--- config.mk ---
export PLATFORM = sky130hd
export DESIGN_NAME = motor_pwm_driver
export DESIGN_NICKNAME = d
export VERILOG_FILES = /design/src/rtl/motor_pwm_driver.sv
export SDC_FILE = /design/constraint.sdc
export NUM_CORES = 1
export LEC_CHECK = 0
export ABC_AREA = 1
export CAP_MARGIN = 20
export CORE_MARGIN = 2
export CORE_UTILIZATION = 45
export DETAILED_ROUTE_END_ITERATION = 12
export PLACE_DENSITY = 0.62
export SETUP_SLACK_MARGIN = 0.4
export SLEW_MARGIN = 10
export SYNTH_ARGS = -nofsm -noshare
export SYNTH_HDL_FRONTEND = slang
export SYNTH_SLANG_ARGS = --single-unit
--- constraint.sdc ---
create_clock -name clk_50 -period 2.6 [get_ports clk_50]
set_input_delay 0.39 -clock clk_50 [delete_from_list [all_inputs] [get_ports clk_50]]
set_output_delay 0.39 -clock clk_50 [all_outputs]
set_load 0.05 [all_outputs]
--- src/rtl/motor_pwm_driver.sv ---
// H-bridge PWM driver for two motors: period-synchronous command capture, clamping,
// slew limiting, dead-time on reversal and shoot-through-free registered outputs.
module motor_pwm_driver #(
    parameter int PRESCALE     = 196,
    parameter int RAMP_STEP    = 16,
    parameter int DEAD_PERIODS = 2
) (
    input  logic              clk_50,
    input  logic              reset,
    input  logic              enable,
    input  logic signed [8:0] duty_cycle1_fwd,
    input  logic signed [8:0] duty_cycle1_back,
    input  logic signed [8:0] duty_cycle2_fwd,
    input  logic signed [8:0] duty_cycle2_back,
    output logic              A1A,
    output logic              A1B,
    output logic              B1A,
    output logic              B1B,
    output logic              period_start,
    output logic [1:0]        m1_state,
    output logic [1:0]        m2_state,
    output logic              conflict
);

    typedef enum logic [1:0] {
        ST_COAST = 2'd0,
        ST_FWD   = 2'd1,
        ST_REV   = 2'd2,
        ST_DEAD  = 2'd3
    } mstate_t;

    localparam int PW = (PRESCALE > 1) ? $clog2(PRESCALE) : 1;
    localparam int DW = (DEAD_PERIODS > 0) ? $clog2(DEAD_PERIODS + 1) : 1;
    localparam logic [PW-1:0] LAST_PRE  = PW'(PRESCALE - 1);
    localparam logic [DW-1:0] DEAD_INIT = DW'(DEAD_PERIODS);
    localparam logic [8:0]    STEP9     = (RAMP_STEP > 255) ? 9'd255 : 9'(RAMP_STEP);

    function automatic logic [7:0] clamp_cmd(input logic signed [8:0] v);
        return v[8] ? 8'd0 : v[7:0];
    endfunction

    // Moves cur toward goal by at most STEP9; 9-bit math so neither direction wraps.
    function automatic logic [7:0] ramp_toward(input logic [7:0] cur, input logic [7:0] goal);
        logic [8:0] up;
        logic [8:0] gap;
        up  = {1'b0, cur} + STEP9;
        gap = {1'b0, cur} - {1'b0, goal};
        if (goal >= cur)
            return (up >= {1'b0, goal}) ? goal : up[7:0];
        else
            return (gap <= STEP9) ? goal : (cur - STEP9[7:0]);
    endfunction

    logic [PW-1:0] presc_q, presc_d;
    logic [7:0]    pwm_cnt_q, pwm_cnt_d;
    logic          tick;
    logic          boundary;
    logic          period_start_q;
    logic          conflict_q, conflict_d;

    logic signed [8:0] fwd_cmd  [2];
    logic signed [8:0] back_cmd [2];
    logic [7:0]        f_cl     [2];
    logic [7:0]        b_cl     [2];
    logic [7:0]        mag      [2];
    mstate_t           tgt_dir  [2];
    logic [1:0]        conflict_hit;

    mstate_t       state_q [2];
    mstate_t       state_d [2];
    logic [7:0]    eff_q   [2];
    logic [7:0]    eff_d   [2];
    logic [DW-1:0] dead_q  [2];
    logic [DW-1:0] dead_d  [2];
    logic [1:0]    drv_a_q, drv_a_d;
    logic [1:0]    drv_b_q, drv_b_d;

    assign fwd_cmd[0]  = duty_cycle1_fwd;
    assign fwd_cmd[1]  = duty_cycle2_fwd;
    assign back_cmd[0] = duty_cycle1_back;
    assign back_cmd[1] = duty_cycle2_back;

    always_comb begin
        tick      = (presc_q == LAST_PRE);
        boundary  = tick && (pwm_cnt_q == 8'd254);
        presc_d   = tick ? '0 : presc_q + PW'(1);
        pwm_cnt_d = pwm_cnt_q;
        if (tick)
            pwm_cnt_d = (pwm_cnt_q == 8'd254) ? 8'd0 : pwm_cnt_q + 8'd1;
    end

    always_comb begin
        conflict_hit = '0;
        for (int m = 0; m < 2; m++) begin
            state_d[m] = state_q[m];
            eff_d[m]   = eff_q[m];
            dead_d[m]  = dead_q[m];
            f_cl[m]    = clamp_cmd(fwd_cmd[m]);
            b_cl[m]    = clamp_cmd(back_cmd[m]);
            tgt_dir[m] = ST_COAST;
            mag[m]     = 8'd0;
            if (f_cl[m] != 8'd0 && b_cl[m] == 8'd0) begin
                tgt_dir[m] = ST_FWD;
                mag[m]     = f_cl[m];
            end else if (b_cl[m] != 8'd0 && f_cl[m] == 8'd0) begin
                tgt_dir[m] = ST_REV;
                mag[m]     = b_cl[m];
            end
            conflict_hit[m] = (f_cl[m] != 8'd0) && (b_cl[m] != 8'd0);

            if (!enable) begin
                state_d[m] = ST_COAST;
                eff_d[m]   = 8'd0;
                dead_d[m]  = '0;
            end else if (boundary) begin
                case (state_q[m])
                    ST_COAST: begin
                        if (tgt_dir[m] != ST_COAST) begin
                            state_d[m] = tgt_dir[m];
                            eff_d[m]   = ramp_toward(8'd0, mag[m]);
                        end
                    end
                    ST_FWD, ST_REV: begin
                        if (tgt_dir[m] == ST_COAST) begin
                            state_d[m] = ST_COAST;
                            eff_d[m]   = 8'd0;
                        end else if (tgt_dir[m] == state_q[m]) begin
                            eff_d[m] = ramp_toward(eff_q[m], mag[m]);
                        end else begin
                            state_d[m] = ST_DEAD;
                            eff_d[m]   = 8'd0;
                            dead_d[m]  = DEAD_INIT;
                        end
                    end
                    default: begin
                        // Dead time always ends in COAST; the new direction starts a period later.
                        if (dead_q[m] > DW'(1)) begin
                            dead_d[m] = dead_q[m] - DW'(1);
                        end else begin
                            dead_d[m]  = '0;
                            state_d[m] = ST_COAST;
                        end
                    end
                endcase
            end

            drv_a_d[m] = enable && (state_q[m] == ST_FWD) && (pwm_cnt_q < eff_q[m]);
            drv_b_d[m] = enable && (state_q[m] == ST_REV) && (pwm_cnt_q < eff_q[m]);
        end
        conflict_d = conflict_q | (boundary & (|conflict_hit));
    end

    always_ff @(posedge clk_50 or posedge reset) begin
        if (reset) begin
            presc_q        <= '0;
            pwm_cnt_q      <= 8'd0;
            period_start_q <= 1'b0;
            conflict_q     <= 1'b0;
            drv_a_q        <= '0;
            drv_b_q        <= '0;
            for (int m = 0; m < 2; m++) begin
                state_q[m] <= ST_COAST;
                eff_q[m]   <= 8'd0;
                dead_q[m]  <= '0;
            end
        end else begin
            presc_q        <= presc_d;
            pwm_cnt_q      <= pwm_cnt_d;
            period_start_q <= boundary;
            conflict_q     <= conflict_d;
            drv_a_q        <= drv_a_d;
            drv_b_q        <= drv_b_d;
            for (int m = 0; m < 2; m++) begin
                state_q[m] <= state_d[m];
                eff_q[m]   <= eff_d[m];
                dead_q[m]  <= dead_d[m];
            end
        end
    end

    assign A1A          = drv_a_q[0];
    assign A1B          = drv_b_q[0];
    assign B1A          = drv_a_q[1];
    assign B1B          = drv_b_q[1];
    assign period_start = period_start_q;
    assign m1_state     = state_q[0];
    assign m2_state     = state_q[1];
    assign conflict     = conflict_q;

endmodule

# Word-level counts from Yosys, hierarchy flattened
# Index checks and enable logic that the tools add are counted.
# classes
n_addsub	12
n_lt_le_gt_ge	16
eq_ne	23
muxes	64
n_bitwise	2
n_reduce_logical	38
# op_table
cell	n
$mux W8	32
$mux W2	26
$le A9 B5 Y1 const B	4
$logic_not A8 Y1	4
$pmux W8 S2	2
$reduce_bool A8 Y1	4
$add A8 B5 Y9 const B	2
$ge A9 B8 Y1	2
$ne A3 B3 Y1 const B	6
$sub A1 B8 Y9 const A	2
$sub A8 B8 Y9	2
$add A8 B1 Y8 const B	2
$eq A8 B8 Y1 const B	2
$ge A5 B8 Y1 const A	2
$ge A8 B1 Y1 const B	2
$ge A8 B8 Y1	2
$lt A8 B8 Y1	2
$pmux W2 S2	4
$reduce_and A4 Y1	4
$sub A8 B5 Y8 const B	2
$logic_and A1 B1 Y1	15
$logic_not A2 Y1	4
$ne A4 B2 Y1 const B	2
$ne A4 B4 Y1 const B	2
other kinds (13)	24
# totals
reg_bits	46
in_bits	39
out_inout_bits	10
elab_cells	167

# Longest topological paths before layout
# Gate-level depths: netlist of the first run.
# logic_depth
ltp_word	14
depth_mapped	28
depth_no_buf	28

# Worst setup path after synthesis of the first run
# No wires, ideal clock.
# synth_timing
path_kind	input to register
startpoint	input port duty_cycle2_back[8]
endpoint	register eff_q[0] (netlist bit)
setup_ns	0.065
t_arrival_ns	3.155
t_required_ns	2.535
slack_ns	-0.620
path_stages	24
path_buffers	1
cell_sequence	buf_2 nor2_2 nor2_1 nand4_1 inv_1 ha_1 nor2_4 a32oi_1 ha_1 a21oi_1 inv_1 nand3_2 nand2_2 nand2_1 nand3_1 nand2_1 nand2_1 nand2_1 nand3_4 nand2_2 o21ai_2 o21ai_4 nand3_1 nand2_1
# synth_between
elab_chain_cells	14
word_cells_on_any_way	34
cone_classes	add/sub (2); order compare (6); eq/ne (2); mux (17); reduce/logical (7)
# synth_lines
element	line	rtl
start: declaration	14	input logic signed [8:0] duty_cycle2_back,
$mux W8 *	39	return v[8] ? 8'd0 : v[7:0];
$reduce_bool A8 Y1	105	end else if (b_cl[m] != 8'd0 && f_cl[m] == 8'd0) begin
$logic_and A1 B1 Y1	105	
$mux W8	105	
$mux W8	102	if (f_cl[m] != 8'd0 && b_cl[m] == 8'd0) begin
$sub A8 B8 Y9	47	gap = {1'b0, cur} - {1'b0, goal};
$le A9 B5 Y1	51	return (gap <= STEP9) ? goal : (cur - STEP9[7:0]);
$mux W8	51	
$mux W8	48	if (goal >= cur)
$mux W8	127	end else if (tgt_dir[m] == state_q[m]) begin
$mux W8	124	if (tgt_dir[m] == ST_COAST) begin
$pmux W8 S2	116	case (state_q[m])
$mux W8	115	end else if (boundary) begin
$mux W8	111	if (!enable) begin
end signal: indexed assignment	175	eff_q[m] <= eff_d[m];
end: declaration	71	logic [7:0] eff_q [2];
# Every way passes the cells marked *; elsewhere a longest branch is shown, timed or not. The select of a mux whose other input is x is not followed.
# A chain may end at the register's enable or synchronous reset.

# Worst setup path in the final report of the first run
# layout_timing
startpoint	input port duty_cycle2_back[8]
endpoint	register eff_q[5] (netlist bit)
# Same word-level chain as after synthesis.

==> qor.yml, run 1 <==
globalRouteOverflowTotal: 0
r2r-end: "eff_q[1]"
hold_class: "primary input to async pin"
cts-hold-fix-buffers: 0
async_reset_ff_share_pct: 100
required_ns: 2.79
cts_buffer_depth: 2
final_cell_mix: "179 x buf_4, 135 x nand2_1, 90 x inv_1"
cap_violations: 0
critPathKind: "primary input to flop"
rsz0062_at_grt: "yes"
ctsHtreeMaxLevel: 2
final_common_cell: "buf_4"
die_w_um: 111
vias: 6079
finalClockSkew_ns: 0.00759
synth_top_cell_by_area: "dfrtp_1"
drive_above_1_share_pct: 49.4
r2r-start: "eff_q[4]"
io_pins: 49
avgSynthCellArea_um2: 6.83
setup.worst_path.start_class: "primary input"
dieArea_um2: 12400
syn-num-nets: 847
clk_pin_slew_ns: 0.06
period_share_pct: 122
viasPerCell: 5.28
wl_per_cell_um: 16.3
finalSetupViolCount: 16
drt-total-wl_um: 18700
worst_hold_slack_ns: 0.463
antennaDiodeCount: 0
yosys_warnings: 0
cp_max_fo: 8
initial_core_util_pct: 45.7
n_fill_cell: 829
grt_pass1_wl_um: 28600
critical_path.endpoint_type: "flop"
core_um2: 11300
cp_slowest_stage_delay_ns: 0.31
multi_input_area_um2: 4510
final.setup.tns_ns: -8.42
placedCellCount: 1075
row_count: 39
path_common_cell: "buf_4"
syn2layout_area_growth_pct: 65.4
cp.arrival_ns: 3.36
synth_ff_type: "dfrtp_1"
yosysTopAreaCellShare_pct: 22.2
ff2ff_setup_slack_ns: 0.11
synth.area.top_cells: "dfrtp_1 22%, ha_1 12%, nand2_1 12%, inv_1 8.3%, nand3_1 7.0%"
dr.first_iter.drc_count: 291
p_leak_nw: 4.33
hold_violations: 0
cts_root_buf: "clkbuf_16"
drt-pass1-iter-count: 5
dp_slack_ns: -1.48
netlist_area_um2: 5170
cts_tree: "built"
ant_nets: 0
period_minus_slack_ns: 3.17
place_congestion: 0.944
grt_pass1_vias: 6040
tightest_slew_ns: 0.525
portBuffers: 48
grt_usage_pct: 28.3
ff2ff_path_depth: 12
cp_slowest_cell: "ha_1"
synthCells: 758
antenna_found_initial: 0
clk-insertion-delay-late_ns: 0.30
slew_violations: 0
grt_max_degree: 23
die_h_um: 111
violations: "setup timing"
fin_ws_ns: -0.574
synth_edf_count: 0
seq_area_um2: 1150
power_density_nw_per_um2: 534
finalNetCount: 1097
relSlewSlack_pct: 64.9
fin_util_pct: 75.6
ir_worst_vdd_v: 0.000416
ys_ff_latch: 46
drcViolationCount: 0
cts_sinks: 46
final_cells: 1152
cts_made_buffers: 5
outcome: "finished with violations"
max_freq_ghz: 0.315
yosysUniqueCellTypes: 54
yosysSeqAreaShare_pct: 22.2
dp_hpwl_um: 13400
## power by group
| group | internal, mW | switching [mW] |
|---|---|---|
| Combinational | 1.26 | 1.70 |
| Sequential | 0.775 | 0.0751 |
| Clock | 0.456 | 0.303 |
## kinds of logic after synthesis
logic type | after synthesis | share of synthesized area [%]
adder cells (fa/ha/maj) | 50 | 12.1
XOR/XNOR | 11 | 1.86
multiplexers | 1 | 0.218
buffers and inverters | 139 | 10.4
AND/OR/NAND/NOR | 400 | 39.9
AO/OA/AOI/OAI | 111 | 13.2
flip-flops | 46 | 22.2
## registers in the layout (all words and copies together) (netlist names)
signal and count:
drv_b_q 2, drv_a_q 2, m2_state 2, dead_q 4, period_start 1, eff_q 16, pwm_cnt_q 8, conflict 1
presc_q 8, m1_state 2
## metrics by stage
step                      total power [mW]  area, um^2
final                                 4.57        8560
after global routing                  4.86        8560
after CTS                             4.13        7830
after detailed placement              3.11        6990
after global placement                3.09        6990
after floorplan                       2.34        5370
## critical path, delay by kind of cell
kind / cells / cell delay [ns]
compound gates: 4 / 0.53
fa+ha+maj: 1 / 0.31
buf+inv: 12 / 1.49
simple gates: 8 / 0.64
## what timing repair did
action | 4_1_cts | 5_1_grt
endpoints found under the setup margin | 24 | 25
gates resized for setup | 205 | 141
pin swaps | 88 | 100
buffers inserted | 47 | 21
cloned | 0 | 1
## synthesized netlist by cell type (all sizes together) (4+ instances only)
cell type / count
dfrtp: 46
nand3: 83
nand4: 18
o41ai: 4
inv: 131
nor3: 15
nor2: 69
xor2: 9
buf: 5
o21bai: 5
ha: 50
a31oi: 5
nand2: 206
o211ai: 7
o21ai: 41
a21oi: 35
## final cells by class
type                       count  area share (%)
tap                          143            2.09
timing repair buffer         250            23.7
clock buffer                   5            1.46
clock inverter                 3           0.512
multi-input combinational    574            52.7
sequential                    46            13.4
inverter                     131            6.09
## worst max-delay path by stage
stage / slack (ns) / depth (start not counted) / start / to
after CTS: -0.53 / 25 / duty_cycle2_back[8] / eff_q[1]
after detailed placement: -1.48 / 25 / duty_cycle2_back[8] / eff_q[3]
after floorplan: -0.48 / 24 / duty_cycle2_fwd[8] / eff_q[0]
final: -0.57 / 25 / duty_cycle2_back[8] / eff_q[5]
after global placement: -1.43 / 25 / duty_cycle2_back[8] / eff_q[0]
after global routing: -0.78 / 25 / duty_cycle2_back[8] / eff_q[5]
## routing by layer
layer  track usage, %  wire length (um)
met1             31.1              7190
met2             54.2             10100
met3             3.34               567
met4             12.2               852
met5                0                 0
Note: power is estimated with default switching activity, not from simulation.
==> run 2: changes to the inputs <==
--- a/config.mk
+++ b/config.mk
@@ -5,12 +5,11 @@
 export SDC_FILE = /design/constraint.sdc
 export NUM_CORES = 1
 export LEC_CHECK = 0
-export ABC_AREA = 1
 export CAP_MARGIN = 20
 export CORE_MARGIN = 2
-export CORE_UTILIZATION = 45
+export CORE_UTILIZATION = 40
 export DETAILED_ROUTE_END_ITERATION = 12
-export PLACE_DENSITY = 0.62
+export PLACE_DENSITY = 0.56
 export SETUP_SLACK_MARGIN = 0.4
 export SLEW_MARGIN = 10
 export SYNTH_ARGS = -nofsm -noshare
==> constraint.sdc (replaced) <==
create_clock -name clk_50 -period 3.53 [get_ports clk_50]
set_input_delay 0.5295 -clock clk_50 [delete_from_list [all_inputs] [get_ports clk_50]]
set_output_delay 0.5295 -clock clk_50 [all_outputs]
set_load 0.05 [all_outputs]
==> run 2 against run 1 <==
The run still ends with setup timing left; final area decreased by 14%; die area increased by 7.1%; sequential power decreased by 30%; hold slack improved by 0.021 ns; area after synthesis decreased by 4.5%; non-clock buffer count decreased by 46; register-to-register slack improved by 0.27 ns.
==> qor.yml, run 2 <==
largest_reg_flops: 16
internal-power_mw: 1.39
p_comb_share_pct: 53.3
portBuffers: 48
dp_hpwl_um: 12100
hold_violations: 0
ff2ff_path_depth: 12
grt_pass1_vias: 5172
io_pins: 49
grt_usage_pct: 24.8
hold_class: "flop to flop"
yosys_warnings: 0
yosysSeqAreaShare_pct: 23.3
power_density_nw_per_um2: 306
route.met2.wl_um: 6990
antennaDiodeCount: 0
synth_ff_type: "dfrtp_1"
min_from: "presc_q[0]"
violations: "setup timing"
switching_share_pct: 38.4
outcome: "finished with violations"
top_register: "eff_q"
cts_buffer_depth: 2
yosysTopAreaCellShare_pct: 23.3
crit_chain: "buf_6 -> nor4_4 -> nand2_2 -> nand2_4 -> inv_4 -> ha_4 -> nor2b_4 -> a32oi_2 -> ha_1 -> nor2b_4 -> o21ai_2 -> a21oi_2 -> buf_4 -> a311o_1 -> xnor2_1 -> a211oi_2 -> buf_4 -> nand4_1 -> a41oi_2 -> buf_4 -> o32ai_2"
ys_ff_latch: 46
cts_tree: "built"
path_common_cell: "buf_4"
fin_ws_ns: -0.288
n_fill_cell: 1054
grt_pass1_wl_um: 26300
dr.first_iter.drc_count: 401
ir_worst_vdd_v: 0.000245
yosysUniqueCellTypes: 80
max_freq_ghz: 0.262
clk-insertion-delay-late_ns: 0.29
die_w_um: 115
slew_violations: 0
synth_edf_count: 0
routed-wl-met3_um: 622
antenna_found_initial: 0
period_share_pct: 108
drcViolationCount: 0
cts_sinks: 46
syn-num-nets: 685
wl_met1_um: 8080
cp_slowest_cell: "a311o_1"
min_to: "presc_q[0]"
hold_depth: 1
ff2ff_setup_slack_ns: 0.38
fin_util_pct: 61.4
finalSetupViolCount: 16
required_ns: 3.70
synth.area.top_cells: "dfrtp_1 23%, ha_1 13%, nand2_1 4.2%, xnor2_1 3.4%, inv_1 3.3%"
seq_area_um2: 1150
drt-pass1-iter-count: 4
r2r-end: "eff_q[12]"
synthMostInstantiatedCell: "nand2_1"
multi_input_area_um2: 4130
cts_root_buf: "clkbuf_16"
ant_nets: 0
setup.worst_path.start_class: "primary input"
avgSynthCellArea_um2: 8.29
cts_made_buffers: 5
crit_buf_inv: 5
p_leak_nw: 3.26
wl_per_cell_um: 17.0
relSlewSlack_pct: 62.3
cap_violations: 0
drive_above_1_share_pct: 36.2
top_layer: "met4"
p_seq_share_pct: 26.2
cts-hold-fix-buffers: 0
clkPwrFrac_pct: 20.5
critical_path.endpoint_type: "flop"
grt_max_degree: 47
reg.largest.list: "eff_q x16, presc_q x8, pwm_cnt_q x8"
globalRouteOverflowTotal: 0
cp_max_fo: 4
r2r-start: "eff_q[12]"
row_count: 40
finalClockSkew_ns: 0.00720
switching_power_uw: 865
placedCellCount: 901
tightest_slew_ns: 0.564
final_cell_mix: "150 x buf_4, 51 x nand2_1, 46 x dfrtp_1"
critPathKind: "primary input to flop"
cp.arrival_ns: 3.99
synth_top_cell_by_area: "dfrtp_1"
final_common_cell: "buf_4"
async_reset_ff_share_pct: 100
dp_slack_ns: -1.17
place_congestion: 0.928
cp_slowest_stage_delay_ns: 0.34
critPathTopFamily: "compound AO/OA/AOI/OAI gates"
synthCells: 596
finalNetCount: 876
initial_core_util_pct: 41.1
clk_pin_slew_ns: 0.07
vias: 5298
die_h_um: 115
core_um2: 12000
dieArea_um2: 13300
netlist_area_um2: 4940
final_cells: 934
rsz0062_at_grt: "yes"
viasPerCell: 5.67
ys_top_cells_by_count: "55 x nand2_1, 50 x ha_1, 46 x dfrtp_1, 44 x inv_1, 34 x nor2_1"
period_minus_slack_ns: 3.82
syn2layout_area_growth_pct: 49.2
drt-total-wl_um: 15900
ctsHtreeMaxLevel: 2
-- run 2: cell types whose count changed after synthesis, sizes merged, moves of 10 or more --
cell and change:
or3 +10, nor4 +10, and3 +10, xnor2 +17
nand2 -151, nand3 -58, clkbuf +10, and2 +10
inv -87, a21o +16, nor2 -35
-- run 2: per-layer routing --
| metal | vias up | GRT usage, % |
|---|---|---|
| li1 | 2634 | - |
| met1 | 2539 | 37.0 |
| met2 | 110 | 38.4 |
| met3 | 15 | 3.22 |
| met4 | 0 | 5.06 |
| met5 | - | 0 |
-- run 2: timing repair --
item | in CTS | in global routing
endpoints found under the setup margin | 16 | 16
gates resized for setup | 181 | 33
setup buffers | 18 | 7
pin swaps | 56 | 18
-- run 2: cell type report --
type | instances | share of cell area [%]
Clock buffer | 6 | 1.75
Clock inverter | 1 | 0.102
Inverter | 44 | 2.31
Multi-Input combinational cell | 486 | 56.0
Sequential cell | 46 | 15.6
Tap cell | 147 | 2.50
Timing Repair Buffer | 204 | 21.7
-- run 2: power groups by stage --
| stage | Sequential, mW | Clock (mW) | Combinational [mW] |
|---|---|---|---|
| floorplan | 0.609 | 0 | 0.611 |
| global placement | 0.597 | 0 | 1.01 |
| detailed placement | 0.598 | 0 | 1.03 |
| CTS | 0.590 | 0.469 | 1.15 |
| global route | 0.595 | 0.492 | 1.30 |
| finish | 0.591 | 0.462 | 1.20 |
-- run 2: worst max path at each step --
stage | from | end | slack [ns] | cells past startpoint
2_1_floorplan | duty_cycle1_fwd[3] | eff_q[14] | -0.35 | 17
3_3_place_gp | duty_cycle1_back[4] | eff_q[9] | -1.05 | 19
3_5_place_dp | duty_cycle1_back[4] | eff_q[15] | -1.17 | 19
4_1_cts | duty_cycle1_fwd[2] | eff_q[15] | -0.31 | 20
5_1_grt | duty_cycle1_fwd[7] | eff_q[15] | -0.51 | 21
6_report | duty_cycle2_fwd[0] | eff_q[0] | -0.29 | 21
-- run 2: cells by family after synthesis --
kind of cell    after synthesis  synth area share (%)
compound gates              177                  26.2
xor+xnor                     26                  4.61
fa+ha+maj                    51                  12.9
buf+inv                      64                  5.17
flops                        46                  23.3
mux                          12                  2.53
simple gates                220                  25.3
-- run 2: through the flow --
step	cell area [um^2]	TNS, ns	hold WS [ns]	total power [mW]
detailed placement	6720	-16.68	0.475	1.63
floorplan	5180	-3.49	0.455	1.22
global placement	6720	-14.75	0.472	1.61
global route	7370	-6.74	0.511	2.39
finish	7370	-3.92	0.485	2.25
CTS	7220	-3.64	0.483	2.20
-- run 2: worst reg2reg max path, stage by stage, from the launching register on --
cell and delay [ns]:
dfrtp_1 0.61, ha_1 0.38, xor2_1 0.12, ha_1 0.34
nand2_1 0.06, a2111oi_0 0.44, buf_4 0.20, a2111oi_4 0.05
o21ai_2 0.20, buf_4 0.15, mux2i_1 0.07, a221oi_1 0.33
o21ai_2 0.09
==> run 3: changes to the inputs <==
--- a/config.mk
+++ b/config.mk
@@ -8,8 +8,9 @@
 export CAP_MARGIN = 20
 export CORE_MARGIN = 2
 export CORE_UTILIZATION = 40
+export CTS_BUF_LIST = sky130_fd_sc_hd__clkbuf_4
 export DETAILED_ROUTE_END_ITERATION = 12
-export PLACE_DENSITY = 0.56
+export PLACE_DENSITY = 0.65
 export SETUP_SLACK_MARGIN = 0.4
 export SLEW_MARGIN = 10
 export SYNTH_ARGS = -nofsm -noshare
==> run 3 against run 2 <==
The run still ends with setup timing left; sequential power fell by 0.7%; critical path depth is 1 lower; die area did not move; critical path type unchanged; global-route usage decreased by 1.1 points; maximum frequency shrank 0.85%; critical endpoint is now eff_q[2]; first-iteration DRC count decreased by 19%; register-to-register slack improved by 0.11 ns; final area is 0.53% lower.
==> qor.yml, run 3 (same netlist as run 2, synthesis figures left out) <==
final.setup.tns_ns: -3.31
io_pins: 49
largest_reg_flops: 16
grt_usage_pct: 23.7
tightest_slew_ns: 0.559
p_comb_share_pct: 59.2
fin_area_um2: 7330
dr.first_iter.drc_count: 326
reg.largest.list: "eff_q x16, presc_q x8, pwm_cnt_q x8"
clk-insertion-delay-late_ns: 0.37
grt_pass1_wl_um: 25600
place_congestion: 0.917
antenna_found_initial: 0
grt_pass1_vias: 5417
finalNetCount: 871
ant_nets: 0
drcViolationCount: 0
fin_ws_ns: -0.320
dp_hpwl_um: 11600
ctsHtreeMaxLevel: 2
rsz0062_at_grt: "yes"
worst_hold_slack_ns: 0.416
crit_chain: "buf_6 -> nor4_4 -> nand2_1 -> nand2_2 -> inv_2 -> ha_4 -> nor2b_4 -> a32oi_2 -> ha_1 -> nor2b_4 -> o21ai_2 -> a21oi_2 -> buf_4 -> a311o_1 -> xnor2_1 -> a211oi_2 -> buf_4 -> a31oi_4 -> o31a_1 -> o32ai_2"
cts_tree: "built"
setup.worst_path.start_class: "primary input"
syn2layout_area_growth_pct: 48.4
violations: "setup timing"
internal-power_mw: 1.22
dpl_cell_area_um2: 6670
finalClockSkew_ns: 0.0154
hold_violations: 0
die_h_um: 115
drt-total-wl_um: 15700
wl_per_cell_um: 16.9
max_freq_ghz: 0.260
globalRouteOverflowTotal: 0
r2r-start: "eff_q[4]"
clkPwrFrac_pct: 12.4
top_register: "eff_q"
final_cell_mix: "137 x buf_4, 52 x nand2_1, 46 x dfrtp_1"
switching_power_uw: 844
vias: 5430
die_w_um: 115
cts_root_buf: "clkbuf_4"
cp_max_fo: 4
fin_util_pct: 61.0
cp_slowest_cell: "o31a_1"
cts_sinks: 46
cts_buffer_depth: 2
power_density_nw_per_um2: 282
antennaDiodeCount: 0
cp.arrival_ns: 4.14
critical_path.endpoint_type: "flop"
p_seq_share_pct: 28.4
finalSetupViolCount: 16
final_common_cell: "buf_4"
initial_core_util_pct: 41.1
period_minus_slack_ns: 3.85
drt-pass1-iter-count: 5
n_fill_cell: 1041
clk_pin_slew_ns: 0.14
relSlewSlack_pct: 62.6
worstSetupStartpoint: "duty_cycle2_fwd[4]"
cap_violations: 0
portBuffers: 48
outcome: "finished with violations"
row_count: 40
ir_worst_vdd_v: 0.000130
slew_violations: 0
cts_made_buffers: 5
grt_max_degree: 47
dieArea_um2: 13300
p_leak_nw: 3.22
cp_slowest_stage_delay_ns: 0.35
hold_class: "primary input to async pin"
critPathKind: "primary input to flop"
viasPerCell: 5.84
period_share_pct: 109
switching_share_pct: 40.8
drive_above_1_share_pct: 35.5
required_ns: 3.82
core_um2: 12000
## run 3: changes by cell type in the layout (fill, tap and decap cells not counted), sizes merged
cell / change
buf: -8
clkbuf: -3
clkdlybuf4s15: +6
clkinv: +2
clkinvlp: -1
## run 3: cell type report
cell class / count / area [um^2] / share of cell area [%]
clock buffers: 6 / 45.0 / 0.614
flip-flops and latches: 46 / 1150 / 15.7
well taps: 147 / 184 / 2.51
repair buffers: 199 / 1630 / 22.2
multi-input cells: 486 / 4150 / 56.6
clock inverters: 2 / 8.76 / 0.119
inverters: 44 / 165 / 2.25
## run 3: power by group through the flow
stage / sequential [mW] / combinational, mW / clock (mW)
after floorplan: 0.609 / 0.611 / 0
after global placement: 0.593 / 0.965 / 0
after detailed placement: 0.594 / 0.983 / 0
after CTS: 0.585 / 1.13 / 0.268
after global routing: 0.590 / 1.32 / 0.289
final: 0.587 / 1.23 / 0.257
## run 3: timing repair
item | in CTS | in global routing
hold buffers | 0 | 0
setup endpoints to repair | 16 | 16
resized for setup | 165 | 40
pin swaps | 57 | 37
gates cloned | 0 | 0
buffers inserted | 26 | 5
## run 3: worst max-delay path, delay by kind of cell
kind / cells / cell delay, ns
compound gates: 8 / 1.72
simple gates: 5 / 0.75
buf+inv: 4 / 0.49
fa+ha+maj: 2 / 0.47
xor+xnor: 1 / 0.17
## run 3: through the flow
| step | cells | setup slack, ns | power [mW] |
|---|---|---|---|
| 3_5_place_dp | 890 | -1.12 | 1.58 |
| 2_1_floorplan | 596 | -0.349 | 1.22 |
| 4_1_cts | 924 | -0.246 | 1.99 |
| 3_3_place_gp | 890 | -1.08 | 1.56 |
| 5_1_grt | 930 | -0.477 | 2.20 |
| 6_report | 930 | -0.320 | 2.07 |
## run 3: final timing paths
path | end | slack [ns] | cells after the start
max | eff_q[2] | -0.32 | 20
min | pwm_cnt_q[2] | 0.42 | 2
max in group asynchronous | pwm_cnt_q[0] | 2.62 | 3
min in group clk_50 | presc_q[0] | 0.49 | 1
min reg2reg | presc_q[0] | 0.49 | 1
max reg2reg | eff_q[5] | 0.49 | 10
## run 3: per-layer routing
| metal | vias up | global-route usage [%] | share of wire, % |
|---|---|---|---|
| li1 | 2623 | - | - |
| met1 | 2606 | 29.4 | 43 |
| met2 | 171 | 42.7 | 50 |
| met3 | 30 | 3.27 | 5.2 |
| met4 | 0 | 6.59 | 1.8 |
| met5 | - | 0 | 0 |
